### src/rtl/adder_arbiter_pkg.sv
// Shared definitions for the adder arbiter.
// State encodings, op codes and default datapath width.
package adder_arb_defs;

  typedef enum logic [1:0] {
    ST_IDLE = 2'd0,
    ST_EXEC = 2'd1,
    ST_RESP = 2'd2
  } state_t;

  localparam logic OP_ADD = 1'b0;
  localparam logic OP_SUB = 1'b1;

  localparam int DEF_WIDTH = 16;

endpackage

### src/rtl/adder_arbiter_rr_select.sv
// Combinational round-robin picker: first set request
// at or after ptr, wrapping N-1 -> 0.
module rr_select #(
  parameter int N   = 4,
  parameter int IDW = $clog2(N)
) (
  input  logic [N-1:0]   req,
  input  logic [IDW-1:0] ptr,
  output logic           any_valid,
  output logic [IDW-1:0] winner
);

  logic [IDW:0] idx;
  logic         found;

  always_comb begin
    any_valid = |req;
    winner    = '0;
    found     = 1'b0;
    idx       = '0;
    for (int k = 0; k < N; k++) begin
      idx = {1'b0, ptr} + (IDW+1)'(k);
      if (idx >= (IDW+1)'(N)) idx = idx - (IDW+1)'(N);
      if (!found && req[idx[IDW-1:0]]) begin
        found  = 1'b1;
        winner = idx[IDW-1:0];
      end
    end
  end

endmodule

### src/rtl/adder_arbiter.sv
// Round-robin sequencer sharing one combinational
// add/sub unit among NUM_REQ requesters.
import adder_arb_defs::*;

module adder_arbiter #(
  parameter int NUM_REQ = 4,
  parameter int WIDTH   = DEF_WIDTH,
  parameter int IDW     = $clog2(NUM_REQ)
) (
  input  logic                     clk,
  input  logic                     rst_n,
  input  logic [NUM_REQ-1:0]       req_valid,
  output logic [NUM_REQ-1:0]       req_ready,
  input  logic [NUM_REQ*WIDTH-1:0] req_a,
  input  logic [NUM_REQ*WIDTH-1:0] req_b,
  input  logic [NUM_REQ-1:0]       req_sel,
  output logic [NUM_REQ-1:0]       rsp_valid,
  input  logic [NUM_REQ-1:0]       rsp_ready,
  output logic [WIDTH-1:0]         rsp_sum,
  output logic                     rsp_carry,
  output logic                     rsp_overflow,
  output logic [IDW-1:0]           grant_id,
  output logic                     busy,
  output logic [WIDTH-1:0]         add_a,
  output logic [WIDTH-1:0]         add_b,
  output logic                     add_sel,
  input  logic [WIDTH-1:0]         add_sum,
  input  logic                     add_carry,
  input  logic                     add_overflow
);

  state_t         state, state_nxt;
  logic [IDW-1:0] rr_ptr;
  logic [IDW-1:0] winner;
  logic           any_valid;
  logic           own_ready;
  logic           accept;
  logic           done;

  rr_select #(
    .N   (NUM_REQ),
    .IDW (IDW)
  ) u_rr_select (
    .req       (req_valid),
    .ptr       (rr_ptr),
    .any_valid (any_valid),
    .winner    (winner)
  );

  assign own_ready = rsp_ready[grant_id];
  assign accept    = (state == ST_IDLE) && any_valid;
  assign done      = (state == ST_RESP) && own_ready;
  assign busy      = (state != ST_IDLE);

  always_comb begin
    state_nxt = state;
    req_ready = '0;
    rsp_valid = '0;
    unique case (state)
      ST_IDLE: begin
        if (any_valid) begin
          req_ready = NUM_REQ'(1) << winner;
          state_nxt = ST_EXEC;
        end
      end
      ST_EXEC: state_nxt = ST_RESP;
      ST_RESP: begin
        rsp_valid = NUM_REQ'(1) << grant_id;
        if (own_ready) state_nxt = ST_IDLE;
      end
      default: state_nxt = ST_IDLE;
    endcase
  end

  always_ff @(posedge clk or negedge rst_n) begin
    if (!rst_n) state <= ST_IDLE;
    else        state <= state_nxt;
  end

  always_ff @(posedge clk or negedge rst_n) begin
    if (!rst_n) begin
      rr_ptr       <= '0;
      grant_id     <= '0;
      add_a        <= '0;
      add_b        <= '0;
      add_sel      <= 1'b0;
      rsp_sum      <= '0;
      rsp_carry    <= 1'b0;
      rsp_overflow <= 1'b0;
    end else begin
      if (accept) begin
        grant_id <= winner;
        add_a    <= req_a[winner*WIDTH +: WIDTH];
        add_b    <= req_b[winner*WIDTH +: WIDTH];
        add_sel  <= req_sel[winner];
      end
      if (state == ST_EXEC) begin
        rsp_sum      <= add_sum;
        rsp_carry    <= add_carry;
        rsp_overflow <= add_overflow;
      end
      // Pointer advances only on a completed response.
      if (done) begin
        rr_ptr <= (grant_id == IDW'(NUM_REQ-1)) ? '0
                : grant_id + IDW'(1);
      end
    end
  end

endmodule

### config.mk
export PLATFORM = sky130hd
export DESIGN_NAME = adder_arbiter
export DESIGN_NICKNAME = d
export VERILOG_FILES = /design/src/rtl/adder_arbiter_pkg.sv /design/src/rtl/adder_arbiter_rr_select.sv /design/src/rtl/adder_arbiter.sv
export SDC_FILE = /design/constraint.sdc
export NUM_CORES = 1
export LEC_CHECK = 0
export ABC_CLOCK_PERIOD_IN_PS = 2700
export BUFFER_PORTS_ARGS = -buffer_cell sky130_fd_sc_hd__buf_2
export CAP_MARGIN = 20
export CELL_PAD_IN_SITES_DETAIL_PLACEMENT = 1
export CELL_PAD_IN_SITES_GLOBAL_PLACEMENT = 2
export CORE_ASPECT_RATIO = 0.9
export CORE_MARGIN = 2
export CORE_UTILIZATION = 24
export CTS_BUF_LIST = sky130_fd_sc_hd__clkbuf_8
export CTS_CLUSTER_DIAMETER = 120
export CTS_CLUSTER_SIZE = 40
export DETAILED_ROUTE_END_ITERATION = 8
export PLACE_DENSITY_LB_ADDON = 0.1
export SYNTH_ARGS = -nofsm -noshare
export SYNTH_HDL_FRONTEND = slang
export SYNTH_SLANG_ARGS = --single-unit
### constraint.sdc
create_clock -name clk -period 2.7 [get_ports clk]
set_clock_uncertainty 0.15 [all_clocks]
set_input_delay 0.54 -clock clk [delete_from_list [all_inputs] [get_ports clk]]
set_output_delay 0.54 -clock clk [all_outputs]
set_load 0.05 [all_outputs]
==> metrics.md <==
| Metric | Value |
|---|---|
| Worst-Margin Slew | 0.526 ns |
| Pwr dens | 1330 nW/um^2 |
| Routed WL | 10800 microns |
| Root buf cell | clkbuf_8 |
| Core Region | 13200 sq um |
| Type of origin of the critical path | flop |
| Pin count of the biggest net entering global routing | 45 |
| Synth Flop Type | dfrtp_1 |
| Cell variety after synth | 29 |
| Most frequent cells in the layout | buf_2 (217), mux2i_1 (66), dfrtp_1 (57) |
| Sink Count | 57 |
| DR DRC count | 0 |
| Mapped cell area | 3200 sq um |
| RSZ-0062 raised after global routing | no |
| H-tree depth | 3 |
| Die width | 126 microns |
| Clk slew on worst S/H paths | 0.07 ns |
| Crit path to | req_ready[0] |
| Clock Latency Late Sink | 0.33 ns |
| Port bufs | 221 |
| Sw frac | 52.7% |
| Total power | 0.00629 W |
| First-pass GRT wire length | 16700 microns |
| Status | completed |
| Synth Net Count | 435 |
| Max-Cap Viols | 0 |
| Yosys warning total | 0 |
| Layout area overhead | 47.3% |
| Drt wl/cell | 16.1 microns |
| Vias | 3079 |
| Num CTS Buffers | 9 |
| Count of final hold-check violations | 0 |
| Place WS | 0.184 ns |
| WHS | 0.0213 ns |
| Mapped Avg Cell Area | 11.8 sq um |
| Reg2reg start | rr_ptr[1]$_DFFE_PN0P_ |
| CP Launch Point | state[0]$_DFFE_PN0P_ |
| Commonest non-fill, non-tap cell in the layout | buf_2 |
| Maximum vdd drop | 0.487 mV |
| Crit Path Category | reg2out |
| Critical Path RT | 2.01 ns |
| Tmin final | 2.56 ns |
| CP Max Fanout | 4 |
| Clock network fraction of total power | 12.8% |
| Hpwl dp | 8190 microns |
| FFs w/ async S/R, synth | 100% |
| Reg2Reg Depth | 7 |
| Seq pwr share | 24.3% |
| Setup ws final | 0.141 ns |
| Crit path capture type | output pin |
| HP Class | in2async |
| Clk buf depth | 2 |
| Vias in the first global route | 3187 |
| Final Max Tran Viols | 0 |
| Psw | 0.00332 W |
| Combinational power share | 62.9% |
| Final GP Congestion | 0.754 |
| Sequential-to-total area share from yosys stat | 44.5% |
| Die area | 14300 sq um |
| Die H | 114 microns |
| Period utilisation layout | 94.8% |
| Fin nets | 660 |
| Drt initial violations | 70 |
| GRT overflow | 0 |
| Fmax | 391 MHz |
| Layout cells sized above 1 | 55.7% |
| Final setup viols | 0 |
| Yosys reg bits | 57 |
| FF-to-FF End | add_b[10]$_DFFE_PN0P_ |
| EDFF count, synth | 0 |
| Antenna violations before repair | 0 |
| Vias per std cell | 4.60 |
| DR pass1 iterations | 4 |
| CTS tree | yes |
| Rows | 40 |
| DRT antenna net count | 0 |
| Io pins | 222 |
| Aggregate global-route resource usage | 14.8% |
| ANT cells | 0 |
| Rel. slew slack | 64.9% |
| P_int | 0.00297 W |
| Critical path arrival | 1.87 ns |
| Leakage | 2.57 nW |
| Flop2flop setup slack | 0.37 ns |
| Cell count after synthesis | 271 |
| Starting Density | 24.2% |
-- worst max-delay path: stages (launching register included) --
cell and delay (ns):
dfrtp_1 0.41, or2_1 0.23, or2_1 0.30, a21o_1 0.24, nor2b_2 0.12, clkbuf_4 0.23
-- timing repair --
item / 4_1_cts / 5_1_grt
hold buffers: 0 / 0
gates resized for setup: 4 / 2
pin swaps: 0 / 1
endpoints found under the setup margin: 2 / 4
buffers inserted: 0 / 5
-- power by group through the flow --
| stage | Sequential [W] | Clock (W) | Combinational, W |
|---|---|---|---|
| 2_1_floorplan | 0.00291 | 0 | 0.00164 |
| 3_3_place_gp | 0.00153 | 0 | 0.00391 |
| 3_5_place_dp | 0.00155 | 0 | 0.00394 |
| 4_1_cts | 0.00153 | 0.000857 | 0.00396 |
| 5_1_grt | 0.00159 | 0.000889 | 0.00422 |
| 6_report | 0.00153 | 0.000807 | 0.00395 |
-- per-layer routing --
metal  vias to the layer above  wire length (microns)  GRT usage [%]
li1                       1455                      -              -
met1                      1506                   4480           18.4
met2                       109                   5470           25.4
met3                         9                    720           4.46
met4                         0                    102           3.96
met5                         -                      0              0
-- worst min path at each step --
stage                              end  cells after the start
3_3_place_gp      add_b[4]$_DFFE_PN0P_                      2
5_1_grt        rsp_sum[12]$_DFFE_PN0N_                      1
2_1_floorplan     add_a[0]$_DFFE_PN0P_                      0
3_5_place_dp     add_b[12]$_DFFE_PN0P_                      2
6_report       rsp_sum[12]$_DFFE_PN0N_                      1
4_1_cts        rsp_sum[12]$_DFFE_PN0N_                      1
-- sequential cells by signal, summed over array words and instances, names as in the netlist --
signal	count
state	2
rsp_carry	1
rsp_overflow	1
add_b	16
add_a	16
rsp_sum	16
add_sel	1
grant_id	2
rr_ptr	2
-- Yosys cell counts (2+ instances only) --
cell type / instances / area [sq um]
or2_1: 2 / 12.5
mux2_2: 19 / 214
nor2b_1: 5 / 31.3
buf_2: 4 / 20.0
and2_1: 4 / 25.0
o221ai_1: 33 / 289
nand2_1: 37 / 139
o21ai_0: 3 / 15.0
mux2i_1: 66 / 661
nor2_1: 2 / 7.51
dfrtp_1: 57 / 1430
clkbuf_1: 4 / 15.0
ha_1: 4 / 50.1
inv_1: 5 / 18.8
buf_6: 12 / 135
-- logic make-up after synthesis --
| group | count (synthesis) | synth area share [%] |
|---|---|---|
| buf+inv | 27 | 6.29 |
| simple gates | 54 | 7.93 |
| compound gates | 42 | 11.2 |
| fa+ha+maj | 4 | 1.56 |
| mux | 87 | 28.5 |
| flops | 57 | 44.5 |
-- per-stage QoR --
step	util, %	instances	instance area, sq um	TNS (ns)
global route	35.7	669	4720	0
finish	35.7	669	4720	0
detailed placement	33.7	648	4460	0
global placement	33.7	648	4460	0
floorplan	-	271	3210	-0.0262
CTS	35.3	664	4660	-0.00245
-- layout make-up --
| class | count | area [sq um] |
|---|---|---|
| fill | 1599 | 8490 |
| sequential | 57 | 1430 |
| inverter | 6 | 23.8 |
| timing repair buffer | 235 | 1260 |
| clock buffer | 10 | 138 |
| multi-input combinational | 187 | 1600 |
| tap | 168 | 210 |
| clock inverter | 6 | 57.6 |
Note: power is estimated with default switching activity, not from simulation.
